<file path="src/rtl/l2_arbiter.sv">
// Round-robin arbiter between the split L1 caches and the unified L2 request port.
// One transaction in flight; every output comes straight from a register.
module l2_arbiter (
  input  logic         clk,
  input  logic         rst_n,
  input  logic [15:0]  i_address,
  input  logic         i_read,
  output logic [127:0] i_rdata,
  output logic         i_resp,
  input  logic [15:0]  d_address,
  input  logic         d_read,
  input  logic         d_write,
  input  logic [127:0] d_wdata,
  output logic [127:0] d_rdata,
  output logic         d_resp,
  output logic [15:0]  l2_address,
  output logic         l2_read,
  output logic         l2_write,
  output logic [127:0] l2_wdata,
  input  logic [127:0] l2_rdata,
  input  logic         l2_resp
);

  localparam int unsigned ADDR_W = 16;
  localparam int unsigned LINE_W = 128;
  localparam logic OP_READ  = 1'b0;
  localparam logic OP_WRITE = 1'b1;

  typedef enum logic [2:0] {
    IDLE    = 3'd0,
    SERVE_I = 3'd1,
    SERVE_D = 3'd2,
    RESP_I  = 3'd3,
    RESP_D  = 3'd4
  } state_t;

  state_t              state;
  logic                last_grant_d;
  logic [ADDR_W-1:0]   addr_q;
  logic [LINE_W-1:0]   wdata_q;
  logic                op_q;
  logic [LINE_W-1:0]   rdata_q;

  logic req_i_c;
  logic req_d_c;
  logic grant_d_c;

  // D wins when it is the only requester, or on a tie when I was served last.
  always_comb begin
    req_i_c   = i_read;
    req_d_c   = d_read | d_write;
    grant_d_c = req_d_c & (~req_i_c | ~last_grant_d);
  end

  assign l2_address = addr_q;
  assign l2_wdata   = wdata_q;
  assign i_rdata    = rdata_q;
  assign d_rdata    = rdata_q;

  always_ff @(posedge clk or negedge rst_n) begin
    if (!rst_n) begin
      state        <= IDLE;
      last_grant_d <= 1'b1;
      addr_q       <= '0;
      wdata_q      <= '0;
      op_q         <= OP_READ;
      rdata_q      <= '0;
      l2_read      <= 1'b0;
      l2_write     <= 1'b0;
      i_resp       <= 1'b0;
      d_resp       <= 1'b0;
    end else begin
      case (state)
        IDLE: begin
          if (req_i_c | req_d_c) begin
            last_grant_d <= grant_d_c;
            if (grant_d_c) begin
              addr_q   <= d_address;
              wdata_q  <= d_wdata;
              op_q     <= d_write ? OP_WRITE : OP_READ;
              l2_read  <= ~d_write;
              l2_write <= d_write;
              state    <= SERVE_D;
            end else begin
              addr_q   <= i_address;
              op_q     <= OP_READ;
              l2_read  <= 1'b1;
              l2_write <= 1'b0;
              state    <= SERVE_I;
            end
          end
        end
        SERVE_I, SERVE_D: begin
          if (l2_resp) begin
            rdata_q  <= l2_rdata;
            l2_read  <= 1'b0;
            l2_write <= 1'b0;
            if (state == SERVE_I) begin
              i_resp <= 1'b1;
              state  <= RESP_I;
            end else begin
              d_resp <= 1'b1;
              state  <= RESP_D;
            end
          end
        end
        RESP_I, RESP_D: begin
          i_resp <= 1'b0;
          d_resp <= 1'b0;
          state  <= IDLE;
        end
        default: begin
          l2_read  <= 1'b0;
          l2_write <= 1'b0;
          i_resp   <= 1'b0;
          d_resp   <= 1'b0;
          state    <= IDLE;
        end
      endcase
    end
  end

endmodule

</file>
<file path="config.mk">
export PLATFORM = sky130hd
export DESIGN_NAME = l2_arbiter
export DESIGN_NICKNAME = d
export VERILOG_FILES = /design/src/rtl/l2_arbiter.sv
export SDC_FILE = /design/constraint.sdc
export NUM_CORES = 1
export LEC_CHECK = 0
export CELL_PAD_IN_SITES_DETAIL_PLACEMENT = 1
export CELL_PAD_IN_SITES_GLOBAL_PLACEMENT = 1
export CORE_AREA = 4 4 267 269
export DETAILED_ROUTE_END_ITERATION = 10
export DIE_AREA = 0 0 271 273
export HOLD_SLACK_MARGIN = 0.1
export MAX_ROUTING_LAYER = met4
export PLACE_DENSITY_LB_ADDON = 0.2
export SLEW_MARGIN = 20
export SYNTH_ARGS = -nofsm -noshare
export SYNTH_HDL_FRONTEND = slang
export SYNTH_SLANG_ARGS = --single-unit
</file>
<file path="constraint.sdc">
create_clock -name clk -period 2.35 [get_ports clk]
set_clock_uncertainty 0.1 [all_clocks]
set_input_delay 0.3525 -clock clk [delete_from_list [all_inputs] [get_ports clk]]
set_output_delay 0.3525 -clock clk [all_outputs]
set_load 0.005 [all_outputs]
</file>
==> results_tabular.tex, run 1 <==
\begin{tabular}{lr}
\hline
Metric & Value \\
\hline
\multicolumn{2}{l}{\textbf{Placed design}} \\
Worst setup timing slack at the placement stage & 0.1623 ns \\
IO buf count & 697 \\
Post-detail-place hpwl & 37.41 mm \\
Dpl cell area & 19010 um\^{}2 \\
Gpl congestion & 0.7342 \\
\multicolumn{2}{l}{\textbf{CTS}} \\
Maximum number of buffers from clock root to sink & 3 \\
CTS Buf Count & 37 \\
H-tree levels & 2 \\
Cell at the root of the clock tree & sky130\_fd\_sc\_hd\_\_clkbuf\_16 \\
Post-CTS sizing & 0 \\
Clock sinks & 280 \\
TritonCTS clock tree & done \\
Clock latency on the worst-skew pair & 0.53 ns \\
Clock transition at the register clock pins on the worst setup and hold paths after CTS & 0.06 ns \\
\multicolumn{2}{l}{\textbf{Detailed routing}} \\
Detailed-route vias per instance & 3.603 \\
Wire length after detailed routing & 46.74 mm \\
Residual DRC count & 0 \\
Detailed Route Iter0 Violations & 183 \\
Average wire per standard cell & 19.82 um \\
Initial DRT Pass Iterations & 4 \\
Count of antenna-violating nets left after detailed routing & 0 \\
Vias after detailed routing & 8496 \\
\multicolumn{2}{l}{\textbf{STA}} \\
Achievable clock frequency & 501.7 MHz \\
Slew @ Worst Pin & 0.7431 ns \\
Final hold violations & 0 \\
Unrepaired setup endpoints after global routing & no \\
Tmin final & 1.993 ns \\
Slew margin rel. & 50.46\% \\
Ratio of final minimum period to clock period & 84.82\% \\
Post-route setup TNS & 0 ns \\
Setup-violating endpoint count in the final report & 0 \\
Worst setup slack after layout & 0.3568 ns \\
Final Slew Violations & 0 \\
Worst-case hold slack & 0.3127 ns \\
\multicolumn{2}{l}{\textbf{Logic synthesis}} \\
Share of Yosys cell area claimed by the top area cell type & 59.97\% \\
Mean Syn Cell Area & 14.83 um\^{}2 \\
Distinct cells, synth & 26 \\
Number of register bits inferred by synthesis & 280 \\
Synth top area cells & sky130\_fd\_sc\_hd\_\_dfrtp\_1 60\%, sky130\_fd\_sc\_hd\_\_mux2\_2 25\%, sky130\_fd\_sc\_hd\_\_buf\_4 9.1\% \\
Warning count from the yosys run & 0 \\
Synthesized area & 11640 um\^{}2 \\
Post-Syn Nets & 1079 \\
Sequential cell area fraction in the yosys report & 60.19\% \\
Top cell type by total area after synthesis & sky130\_fd\_sc\_hd\_\_dfrtp\_1 \\
Synthesized instance count & 785 \\
\multicolumn{2}{l}{\textbf{Power}} \\
Power per standard cell area & 1424 nW/um\^{}2 \\
Peak supply drop & 427.8 uV \\
Leakage power summed over all cells & 0.008075 uW \\
\multicolumn{2}{l}{\textbf{Setup path}} \\
Sort of element at the start of the critical path & flop \\
Kind of capture point of the worst setup path & output pin \\
CP max-delay cell & sky130\_fd\_sc\_hd\_\_clkdlybuf4s50\_1 \\
Biggest fanout along the worst timing path & 3 \\
Number of buffer and inverter instances along the worst setup path & 1 \\
Critical path cell sequence & clkdlybuf4s50\_1 \\
Critical Setup Path Class & flop to output pin \\
Required time at the endpoint of the critical path & 1.90 ns \\
Kind of cell with the highest combined delay on the critical path & buffers and inverters \\
Peak per-stage delay on the critical path & 0.60 ns \\
WP data arrival & 1.54 ns \\
\multicolumn{2}{l}{\textbf{Global routing}} \\
Number of global-route vias before repair & 9537 \\
Leftover overflow at the end of global routing & 0 \\
Antenna violations before repair & 7 \\
Pin count of the biggest net entering global routing & 76 \\
First-pass GRT wire length & 67.05 mm \\
Global router's overall resource usage & 12.40\% \\
\multicolumn{2}{l}{\textbf{Die}} \\
Y dimension of the die & 273 um \\
Die boundary width & 271 um \\
Effective utilization at floorplan & 16.97\% \\
Area of the die & 73980 um\^{}2 \\
CORE AREA & 68590 um\^{}2 \\
Number of cell rows & 96 \\
Ports placed on the boundary & 698 \\
\multicolumn{2}{l}{\textbf{Hold path}} \\
Worst Hold Class & primary input to flop \\
\multicolumn{2}{l}{\textbf{Finish}} \\
\# nets final & 1685 \\
Count of filler cells inserted in the layout & 7375 \\
Proportion of layout cells with a drive suffix above 1 & 24.86\% \\
Fin area & 20270 um\^{}2 \\
Layout overhead on the synthesized area & 74.09\% \\
\multicolumn{2}{l}{\textbf{Outcome}} \\
Run status & complete, no violations \\
\multicolumn{2}{l}{\textbf{Flow run}} \\
Max-cap check violation count & 0 \\
\hline
\end{tabular}
[sequential cells by signal (all words and copies together) (netlist names)]
register      flops
i_resp            1
l2_wdata        128
l2_address       16
last_grant_d      1
d_rdata         128
l2_write          1
state             3
d_resp            1
l2_read           1
[through the flow]
stage	cells	power [uW]	utilization [%]
floorplan	785	15220	-
global placement	2282	23480	27.72
detailed placement	2282	23710	27.72
CTS	2351	29640	29.53
global route	2358	30640	29.55
finish	2358	28860	29.55
[report_power, final]
part / switching, uW / leakage, uW / internal (uW) / total [uW]
clock network: 2210 / 0.000596 / 3420 / 5630
registers: 1940 / 0.00328 / 7370 / 9310
logic: 4480 / 0.00420 / 9450 / 13900
total: 8630 / 0.00808 / 20200 / 28900
[metal layers]
metal | global-route usage (%) | wire length (um)
met1 | 12.24 | 16310
met2 | 22.96 | 25550
met3 | 4.320 | 3764
met4 | 3.756 | 1111
met5 | - | 0
[area by class of cell]
| class | count | area, um^2 | share of cell area (%) |
|---|---|---|---|
| clock buffer | 60 | 1132 | 5.587 |
| inverter | 4 | 15.01 | 0.07408 |
| sequential | 280 | 7008 | 34.58 |
| timing repair buffer | 732 | 7447 | 36.74 |
| clock inverter | 8 | 96.34 | 0.4753 |
| multi-input combinational | 336 | 3387 | 16.71 |
| antenna | 7 | 17.52 | 0.08643 |
| tap | 931 | 1165 | 5.747 |
[cell families (layout without fill, tap and decap cells)]
kind of cell	Yosys count	count (layout)	share of synthesized area, %
compound gates	31	31	1.408
flops	280	280	60.19
mux	272	272	26.14
buf+inv	169	804	10.87
xor+xnor	1	1	0.07524
simple gates	32	32	1.322
other cells	0	7	0
[cell usage in the layout, fill, tap and decap left out, types with 4 or more instances in the layout]
cell                                n
sky130_fd_sc_hd__clkbuf_1          11
sky130_fd_sc_hd__inv_1              4
sky130_fd_sc_hd__mux2_2           256
sky130_fd_sc_hd__diode_2            7
sky130_fd_sc_hd__nor2_1            17
sky130_fd_sc_hd__clkdlybuf4s50_1  696
sky130_fd_sc_hd__buf_4             18
sky130_fd_sc_hd__nand2_1            4
sky130_fd_sc_hd__o21ai_0            4
sky130_fd_sc_hd__mux2i_1           16
sky130_fd_sc_hd__dfrtp_1          279
sky130_fd_sc_hd__buf_12            16
sky130_fd_sc_hd__a21oi_1           22
sky130_fd_sc_hd__clkbuf_16         37
sky130_fd_sc_hd__clkbuf_8          12
[worst paths after layout]
check / cells past startpoint / slack [ns] / from / end
worst max register to register: 5 / 0.36 / state[0] / d_rdata[40]
worst min-delay path: 2 / 0.31 / d_wdata[10] / l2_wdata[10]
max in group asynchronous: 3 / 1.07 / rst_n / last_grant_d
worst max-delay path: 1 / 0.36 / d_rdata[30] / i_rdata[30]
min in group asynchronous: 2 / 0.32 / rst_n / d_rdata[60]
worst min register to register: 2 / 0.38 / last_grant_d / last_grant_d
[Yosys cell counts (all sizes together)]
master and n:
a211o 1, a211oi 2, a21oi 22, and2 1, buf 162, clkbuf 3, dfrtp 279, dfstp 1
inv 4, mux2 256, mux2i 16, nand2 4, nand2b 2, nand3 1, nor2 17, nor2b 1
nor3 3, nor3b 1, nor4 1, o21ai 6, or3 1, xnor2 1
[repair_timing]
item | CTS | global route
endpoints found under the hold margin | 60 | 0
hold buffers | 1 | 0
buffers inserted | 0 | 0
Note: power is estimated with default switching activity, not from simulation.
==> inputs of run 2 (changes only) <==
==> constraint.sdc (replaced) <==
create_clock -name clk -period 1.9 [get_ports clk]
set_clock_uncertainty 0.1 [all_clocks]
set_input_delay 0.285 -clock clk [delete_from_list [all_inputs] [get_ports clk]]
set_output_delay 0.285 -clock clk [all_outputs]
set_load 0.005 [all_outputs]
==> results_tabular.tex, run 2 (synthesis gave the netlist of run 1 again) <==
\begin{tabular}{lr}
\hline
Metric & Value \\
\hline
\multicolumn{2}{l}{\textbf{Detailed routing}} \\
Average wire per standard cell & 19.96 um (+0.72\%) \\
Count of antenna-violating nets left after detailed routing & 0 (unchanged) \\
Detailed Route Iter0 Violations & 222 (+21\%) \\
Detailed-route vias per instance & 3.603 (about the same) \\
Wire length after detailed routing & 47.91 mm (+2.5\%) \\
Vias after detailed routing & 8646 (+1.8\%) \\
Residual DRC count & 0 (unchanged) \\
Initial DRT Pass Iterations & 4 (unchanged) \\
\multicolumn{2}{l}{\textbf{Setup path}} \\
Critical path cell sequence & clkdlybuf4s50\_1 \\
Critical Setup Path Class & flop to output pin \\
Biggest fanout along the worst timing path & 3 (unchanged) \\
CP max-delay cell & sky130\_fd\_sc\_hd\_\_clkdlybuf4s50\_1 \\
Number of buffer and inverter instances along the worst setup path & 1 (unchanged) \\
Sort of element at the start of the critical path & flop \\
Kind of cell with the highest combined delay on the critical path & buffers and inverters \\
WP data arrival & 1.46 ns (-0.08 ns) \\
Required time at the endpoint of the critical path & 1.51 ns (-0.39 ns) \\
Kind of capture point of the worst setup path & output pin \\
Peak per-stage delay on the critical path & 0.53 ns (-0.07 ns) \\
\multicolumn{2}{l}{\textbf{Power}} \\
Leakage power summed over all cells & 0.008630 uW (+6.9\%) \\
Internal power & 24850 uW (+23\%) \\
Switch share & 30.44\% (+0.55 points) \\
Gate power share & 48.5\% (+0.2 points) \\
Fraction of power consumed by sequential logic & 32.0\% (-0.2 points) \\
Switching pwr & 10870 uW (+26\%) \\
Share of power burned in the clock network & 19.4\% (about the same) \\
Power per standard cell area & 1743 nW/um\^{}2 (+22\%) \\
Peak supply drop & 655.2 uV (+53\%) \\
\multicolumn{2}{l}{\textbf{Die}} \\
Number of cell rows & 96 (unchanged) \\
Y dimension of the die & 273 um (unchanged) \\
Die boundary width & 271 um (unchanged) \\
Ports placed on the boundary & 698 (unchanged) \\
CORE AREA & 68590 um\^{}2 (unchanged) \\
Area of the die & 73980 um\^{}2 (unchanged) \\
Effective utilization at floorplan & 16.97\% (unchanged) \\
\multicolumn{2}{l}{\textbf{Global routing}} \\
First-pass GRT wire length & 68.22 mm (+1.7\%) \\
Number of global-route vias before repair & 9688 (+1.6\%) \\
Antenna violations before repair & 4 (-3) \\
Pin count of the biggest net entering global routing & 54 (-29\%) \\
Global router's overall resource usage & 12.67\% (+0.27 points) \\
Leftover overflow at the end of global routing & 0 (unchanged) \\
\multicolumn{2}{l}{\textbf{CTS}} \\
CTS Buf Count & 36 (-2.7\%) \\
Cell at the root of the clock tree & sky130\_fd\_sc\_hd\_\_clkbuf\_16 \\
TritonCTS clock tree & done \\
Clock latency on the worst-skew pair & 0.53 ns (about the same) \\
H-tree levels & 2 (unchanged) \\
Clock sinks & 280 (unchanged) \\
Clock transition at the register clock pins on the worst setup and hold paths after CTS & 0.06 ns (about the same) \\
Maximum number of buffers from clock root to sink & 3 (unchanged) \\
\multicolumn{2}{l}{\textbf{Finish}} \\
Layout overhead on the synthesized area & 76.05\% \\
Post-Layout Cell Count & 2400 (+1.8\%) \\
\# nets final & 1731 (+2.7\%) \\
Proportion of layout cells with a drive suffix above 1 & 28.12\% (+3.3 points) \\
Commonest non-fill, non-tap cells in the layout & 577 x sky130\_fd\_sc\_hd\_\_clkdlybuf4s50\_1, 268 x sky130\_fd\_sc\_hd\_\_dfrtp\_1, 256 x sky130\_fd\_sc\_hd\_\_mux2\_2 \\
Fin area & 20500 um\^{}2 (+1.1\%) \\
Commonest non-fill, non-tap cell in the layout & sky130\_fd\_sc\_hd\_\_clkdlybuf4s50\_1 \\
\multicolumn{2}{l}{\textbf{Placed design}} \\
Dpl cell area & 19060 um\^{}2 (+0.28\%) \\
IO buf count & 697 (unchanged) \\
Post-placement cell count & 2294 (+0.53\%) \\
Post-detail-place hpwl & 37.64 mm (+0.62\%) \\
Gpl congestion & 0.7297 (-0.61\%) \\
Worst setup timing slack at the placement stage & -0.1815 ns (-0.3438 ns) \\
\multicolumn{2}{l}{\textbf{STA}} \\
Tmin final & 1.844 ns \\
Achievable clock frequency & 542.3 MHz \\
Final Slew Violations & 0 (unchanged) \\
Worst-case hold slack & 0.2123 ns (-0.1005 ns) \\
Slew margin rel. & 68.53\% (+18 points) \\
Ratio of final minimum period to clock period & 97.06\% \\
Worst setup slack after layout & 0.05585 ns (-0.3009 ns) \\
Unrepaired setup endpoints after global routing & yes \\
Slew @ Worst Pin & 0.4721 ns (-0.2710 ns) \\
Setup-violating endpoint count in the final report & 0 (unchanged) \\
Post-route setup TNS & 0 ns (unchanged) \\
Final hold violations & 0 (unchanged) \\
\multicolumn{2}{l}{\textbf{Hold path}} \\
Worst Hold Class & primary input to asynchronous set/reset pin \\
\multicolumn{2}{l}{\textbf{Outcome}} \\
Run status & complete, no violations \\
\multicolumn{2}{l}{\textbf{Flow run}} \\
Max-cap check violation count & 0 (unchanged) \\
\hline
\end{tabular}
==> run 2: per-layer routing <==
metal,global-route usage (%),part of all wire [%],routed length (um),vias up
met4,3.536,2.3,1084,0
met1,12.64,36,17040,4332
met2,23.75,55,26330,360
met5,-,0,0,-
li1,-,-,-,3886
met3,4.012,7.2,3465,68
==> run 2: path summary, 6_finish.rpt <==
kind                              startpoint            to  slack [ns]  depth (start not counted)
max in group asynchronous              rst_n  last_grant_d        0.76                          3
worst max-delay path             d_rdata[50]   i_rdata[50]        0.06                          1
worst max register to register      state[0]   d_rdata[39]        0.07                          5
worst min register to register  last_grant_d  last_grant_d        0.38                          2
worst min-delay path                   rst_n  d_rdata[122]        0.21                          2
min in group clk                l2_rdata[50]   d_rdata[50]        0.26                          2
==> run 2: final cells by class <==
cell class	instances	area, um^2
timing repair buffer	779	7692
clock inverter	14	152.6
tap	931	1165
inverter	4	15.01
fill	7377	48090
multi-input combinational	336	3387
antenna	4	10.01
clock buffer	52	1052
sequential	280	7022
==> run 2: power groups by stage <==
stage               clock [uW]  sequential, uW  combinational (uW)
floorplan                    0           11200                7670
CTS                       7310           11600               17800
detailed placement           0           11700               17700
finish                    6940           11400               17300
global placement             0           11600               17600
global route              7550           11900               18500
==> run 2: through the flow <==
step,util (%),total power (uW)
6_report,29.88,35730
3_5_place_dp,27.80,29490
4_1_cts,29.75,36680
3_3_place_gp,27.80,29180
2_1_floorplan,-,18820
5_1_grt,29.88,37960
==> run 2: repair_timing <==
item / in CTS / in global routing
hold buffers: 1 / 0
gates resized for setup: 109 / 21
hold endpoints to repair: 279 / 0
setup buffers: 31 / 4
setup endpoints to repair: 125 / 28
pin swaps: 0 / 0
